**src/rtl/verificador_pkg.sv**
```systemverilog
// Shared types and golden truth table for the gate-bank checker.
package verificador_pkg;

  typedef enum logic [1:0] {
    ST_IDLE,
    ST_SETTLE,
    ST_CHECK,
    ST_FINISH
  } state_t;

  localparam int NUM_GATES = 7;

  localparam int IDX_AND  = 6;
  localparam int IDX_NAND = 5;
  localparam int IDX_OR   = 4;
  localparam int IDX_NOR  = 3;
  localparam int IDX_NOT  = 2;
  localparam int IDX_XOR  = 1;
  localparam int IDX_XNOR = 0;

  function automatic logic [NUM_GATES-1:0] expected_gates(input logic a, input logic b);
    logic [NUM_GATES-1:0] g;
    g           = '0;
    g[IDX_AND]  = a & b;
    g[IDX_NAND] = ~(a & b);
    g[IDX_OR]   = a | b;
    g[IDX_NOR]  = ~(a | b);
    g[IDX_NOT]  = ~a;
    g[IDX_XOR]  = a ^ b;
    g[IDX_XNOR] = ~(a ^ b);
    return g;
  endfunction

endpackage

```
**src/rtl/verificador_compuertas_contador_saturado.sv**
```systemverilog
// Saturating up-counter with synchronous clear; holds at all-ones.
module contador_saturado #(
  parameter int W = 8
) (
  input  logic         clk,
  input  logic         rst,
  input  logic         clr,
  input  logic         inc,
  output logic [W-1:0] count
);

  logic [W-1:0] r_count;

  always_ff @(posedge clk or posedge rst) begin
    if (rst) begin
      r_count <= '0;
    end else if (clr) begin
      r_count <= '0;
    end else if (inc && (r_count != '1)) begin
      r_count <= r_count + 1'b1;
    end
  end

  assign count = r_count;

endmodule

```
**src/rtl/verificador_compuertas.sv**
```systemverilog
// Sweeps all A/B combinations into a 2-input gate bank and checks the
// seven sampled results against the golden truth table.
module verificador_compuertas
  import verificador_pkg::*;
#(
  parameter int SETTLE_CYCLES = 2,
  parameter int PASSES        = 1,
  parameter int ERR_W         = 8
) (
  input  logic                 clk,
  input  logic                 rst,
  input  logic                 start,
  output logic                 A,
  output logic                 B,
  input  logic [NUM_GATES-1:0] gates_in,
  output logic                 busy,
  output logic                 done,
  output logic                 pass,
  output logic [ERR_W-1:0]     err_count,
  output logic [3:0]           fail_vec,
  output logic [NUM_GATES-1:0] fail_mask
);

  localparam logic [3:0] SETTLE_LOAD = 4'(SETTLE_CYCLES - 1);
  localparam logic [7:0] LAST_PASS   = 8'(PASSES - 1);

  state_t               r_state;
  logic [1:0]           r_combo;
  logic [7:0]           r_pass_cnt;
  logic [3:0]           r_settle_cnt;
  logic                 r_a;
  logic                 r_b;
  logic                 r_busy;
  logic                 r_done;
  logic                 r_pass;
  logic [3:0]           r_fail_vec;
  logic [NUM_GATES-1:0] r_fail_mask;

  logic [NUM_GATES-1:0] w_diff;
  logic                 w_mismatch;
  logic                 w_clr;
  logic                 w_inc;
  logic [1:0]           w_next_combo;
  logic [ERR_W-1:0]     w_err_count;

  assign w_diff       = gates_in ^ expected_gates(r_a, r_b);
  assign w_mismatch   = |w_diff;
  assign w_clr        = (r_state == ST_IDLE) && start;
  assign w_inc        = (r_state == ST_CHECK) && w_mismatch;
  assign w_next_combo = r_combo + 2'd1;

  contador_saturado #(.W(ERR_W)) u_err_cnt (
    .clk   (clk),
    .rst   (rst),
    .clr   (w_clr),
    .inc   (w_inc),
    .count (w_err_count)
  );

  always_ff @(posedge clk or posedge rst) begin
    if (rst) begin
      r_state      <= ST_IDLE;
      r_combo      <= 2'd0;
      r_pass_cnt   <= 8'd0;
      r_settle_cnt <= 4'd0;
      r_a          <= 1'b0;
      r_b          <= 1'b0;
      r_busy       <= 1'b0;
      r_done       <= 1'b0;
      r_pass       <= 1'b0;
      r_fail_vec   <= 4'd0;
      r_fail_mask  <= '0;
    end else begin
      r_done <= 1'b0;
      case (r_state)
        ST_IDLE: begin
          if (start) begin
            r_fail_vec   <= 4'd0;
            r_fail_mask  <= '0;
            r_pass       <= 1'b0;
            r_combo      <= 2'd0;
            r_pass_cnt   <= 8'd0;
            r_a          <= 1'b0;
            r_b          <= 1'b0;
            r_settle_cnt <= SETTLE_LOAD;
            r_busy       <= 1'b1;
            r_state      <= ST_SETTLE;
          end
        end
        ST_SETTLE: begin
          if (r_settle_cnt == 4'd0) begin
            r_state <= ST_CHECK;
          end else begin
            r_settle_cnt <= r_settle_cnt - 4'd1;
          end
        end
        ST_CHECK: begin
          if (w_mismatch) begin
            r_fail_vec[r_combo] <= 1'b1;
            r_fail_mask         <= r_fail_mask | w_diff;
          end
          if ((r_combo == 2'd3) && (r_pass_cnt == LAST_PASS)) begin
            r_state <= ST_FINISH;
          end else begin
            if (r_combo == 2'd3) begin
              r_pass_cnt <= r_pass_cnt + 8'd1;
            end
            r_combo      <= w_next_combo;
            r_a          <= w_next_combo[1];
            r_b          <= w_next_combo[0];
            r_settle_cnt <= SETTLE_LOAD;
            r_state      <= ST_SETTLE;
          end
        end
        ST_FINISH: begin
          // counter already reflects the final CHECK at this point
          r_done  <= 1'b1;
          r_busy  <= 1'b0;
          r_pass  <= (w_err_count == '0);
          r_state <= ST_IDLE;
        end
        default: r_state <= ST_IDLE;
      endcase
    end
  end

  assign A         = r_a;
  assign B         = r_b;
  assign busy      = r_busy;
  assign done      = r_done;
  assign pass      = r_pass;
  assign err_count = w_err_count;
  assign fail_vec  = r_fail_vec;
  assign fail_mask = r_fail_mask;

endmodule

```
**config.mk**
```make
export PLATFORM = sky130hd
export DESIGN_NAME = verificador_compuertas
export DESIGN_NICKNAME = d
export VERILOG_FILES = /design/src/rtl/verificador_pkg.sv /design/src/rtl/verificador_compuertas_contador_saturado.sv /design/src/rtl/verificador_compuertas.sv
export SDC_FILE = /design/constraint.sdc
export NUM_CORES = 1
export LEC_CHECK = 0
export ABC_AREA = 1
export CAP_MARGIN = 20
export CORE_ASPECT_RATIO = 1.1
export CORE_UTILIZATION = 25
export CTS_CLUSTER_SIZE = 24
export DETAILED_ROUTE_END_ITERATION = 8
export HOLD_SLACK_MARGIN = 0.08
export SLEW_MARGIN = 20
export SYNTH_ARGS = -nofsm -noshare
export SYNTH_HDL_FRONTEND = slang
export SYNTH_SLANG_ARGS = --single-unit
export TNS_END_PERCENT = 1
```
**constraint.sdc**
```tcl
create_clock -name clk -period 1.8 [get_ports clk]
set_input_delay 0.18 -clock clk [delete_from_list [all_inputs] [get_ports clk]]
set_output_delay 0.18 -clock clk [all_outputs]
set_load 0.02 [all_outputs]
```
==> flow_summary.json <==
{
  "yosys_most_used_dff": "dfrtp_1",
  "critPathKind": "reg2reg",
  "synth_cells": 279,
  "drc": 0,
  "grt_pass1_wl_mm": 8.56,
  "netlist_top_cells_area": "dfrtp_1 (43%), nand2_1 (11%), inv_1 (7.3%), ha_1 (5.7%), nand3_1 (5.7%)",
  "ys_types": 29,
  "required_ns": 1.98,
  "hp-class": "in2async",
  "cp_max_fo": 6,
  "io_buffer_count": 33,
  "final_cells": 440,
  "grt_setup_unrepaired": "true",
  "drt_wl_total_mm": 5.00,
  "via_per_inst": 4.47,
  "num_rows": 35,
  "tightest_slew_ns": 0.499,
  "grt_max_degree": 39,
  "wl_per_cell_um": 11.4,
  "nets": 348,
  "synth_most_common_cell": "nand2_1",
  "io-pin-count": 34,
  "synthesis.nets": 299,
  "critical_path_arrival_ns": 1.85,
  "dp.cells": 426,
  "cts_tree": "yes",
  "start_kind": "flop",
  "combPwrFrac_pct": 52.4,
  "dr.pass1.iters": 4,
  "period_share_pct": 93.3,
  "seqPwrFrac_pct": 32.2,
  "grt_overflow": 0,
  "synth-async-reset-ratio_pct": 100,
  "finalSetupViolations": 0,
  "core-area_um2": 8450,
  "yosysTopAreaCellShare_pct": 43.3,
  "p_leak_nw": 1.35,
  "pre_cts_slack_ns": -0.0455,
  "status": "finished clean",
  "seq_area_frac_synth_pct": 43.3,
  "postRouteAntennaNets": 0,
  "die_area_um2": 9170,
  "area_growth_pct": 30.2,
  "synth_seq_cells": 38,
  "fmax_ghz": 0.596,
  "endpoint_kind": "flop",
  "worst_slack_ns": 0.121,
  "cts_sinks": 38,
  "place_area_um2": 2700,
  "design_area_um2": 2860,
  "synth_edf_count": 0,
  "hold_violations": 0,
  "place.gp.congestion": 0.783,
  "hpwl_mm": 3.63,
  "syn_area_um2": 2200,
  "p_int_w": 0.00231,
  "avgSynthCellArea_um2": 7.87,
  "cts_max_path_buffers": 2,
  "vdd_ir_drop_max_uv": 449,
  "switchingPower_w": 0.00169,
  "fillers": 869,
  "whs_ns": 0.316,
  "start_util_pct": 26.0,
  "grt_pass1_vias": 1830,
  "grt_usage_pct": 11.7,
  "r2r_slack_ns": 0.12,
  "num_antenna_cells": 0,
  "clk_pin_slew_worst_paths_ns": 0.08,
  "die_x_um": 91.4,
  "powerDensity_nw_per_um2": 1400,
  "synth_commonest_cells": "nand2_1 (67), inv_1 (43), dfrtp_1 (38)",
  "max_slew_margin_pct": 66.8,
  "yosysWarnings": 0,
  "drtIter0Drc": 101,
  "swShare_pct": 42.3,
  "cts-root-buf": "clkbuf_8",
  "antenna_found_initial": 0,
  "htreeDepth": 2,
  "numCtsBuffers": 5,
  "drv_cap": 0,
  "drive_gt1_share_pct": 14.6,
  "die_height_um": 100,
  "skew_ns": 0.00818,
  "post-route-min-period_ns": 1.68,
  "vias": 1967,
  "clkLatencyLatePin_ns": 0.29,
  "cts_hold_buf": 0,
  "synth_top_area_cell": "dfrtp_1",
  "clock_power_share_pct": 15.4,
  "slew_viol_final": 0
}
==> through the flow <==
step / total power (W) / utilization (%) / TNS [ns]
2_1_floorplan: 0.00259 / - / 0
3_3_place_gp: 0.00330 / 31.9 / 0
3_5_place_dp: 0.00332 / 31.9 / -0.185
4_1_cts: 0.00396 / 33.3 / 0
5_1_grt: 0.00436 / 33.9 / -0.527
6_report: 0.00400 / 33.9 / 0
==> repair_timing <==
action                                  in CTS  in global routing
endpoints found under the setup margin       5                 28
cloned                                       0                  1
pin swaps                                    1                  2
setup buffers                                4                  1
gates resized for setup                      0                  9
==> metal layers <==
metal  vias to the layer above  GRT usage [%]  part of all wire, %  wire length, um
li1                        994              -                    -                -
met4                         0           3.30                  1.1               56
met2                        50           19.5                   47             2350
met3                         5           3.11                  4.9              247
met5                         -              0                    0                0
met1                       918           14.9                   47             2340
==> worst paths after layout <==
check,from,to,cells after the start
setup reg to reg,B,r_settle_cnt[3],9
min in group clk,busy,busy,2
setup / recovery,B,r_settle_cnt[3],9
hold / removal,rst,r_state[0],3
max in group asynchronous,rst,u_err_cnt.count[2],3
hold reg to reg,busy,busy,2
==> critical path: stages (launching register included) <==
cell	delay, ns
dfrtp_1	0.41
ha_1	0.19
buf_4	0.14
nand2_1	0.05
nor3_1	0.18
nand3_2	0.16
nand2_1	0.18
nand2_2	0.11
nand2_1	0.07
o21ai_1	0.07
==> state kept, by name (all words and copies together), names as in the netlist <==
signal	flops
B	1
busy	1
done	1
fail_mask	7
fail_vec	4
pass	1
r_combo	1
r_pass_cnt	8
r_settle_cnt	4
r_state	2
u_err_cnt.count	8
==> cells in the final DEF (no fill, tap or decap), types with 4 or more instances in the layout <==
master	count
a21oi_1	14
buf_4	14
clkbuf_8	6
clkdlybuf4s50_1	33
dfrtp_1	38
ha_1	8
inv_1	40
inv_2	5
nand2_1	66
nand2_2	5
nand3_1	25
nand3_2	4
nand3b_1	4
nand4_1	6
nor2_1	11
nor3_1	5
o21ai_0	8
o21ai_1	11
==> logic make-up after synthesis <==
kind of cell | after synthesis | synth area share, %
AOI/OAI and AO/OA | 37 | 8.71
xor gates and xnor gates | 4 | 1.59
and+or+nand+nor | 139 | 31.3
adders and majority gates | 10 | 5.69
buffers and inverters | 51 | 9.45
DFF | 38 | 43.3
==> power by group through the flow <==
| stage | Combinational [W] | Clock (W) | Sequential (W) |
|---|---|---|---|
| 2_1_floorplan | 0.00107 | 0 | 0.00152 |
| 3_3_place_gp | 0.00200 | 0 | 0.00130 |
| 3_5_place_dp | 0.00202 | 0 | 0.00130 |
| 4_1_cts | 0.00203 | 0.000640 | 0.00129 |
| 5_1_grt | 0.00237 | 0.000671 | 0.00132 |
| 6_report | 0.00210 | 0.000614 | 0.00129 |
==> layout make-up <==
| type | count | area (um^2) | share of cell area (%) |
|---|---|---|---|
| tap | 111 | 139 | 4.85 |
| multi-input combinational | 191 | 1080 | 37.6 |
| clock inverter | 1 | 5.00 | 0.175 |
| clock buffer | 7 | 86.3 | 3.02 |
| timing repair buffer | 47 | 435 | 15.2 |
| inverter | 45 | 169 | 5.90 |
| sequential | 38 | 951 | 33.2 |
Power figures use the tool's default switching activity.
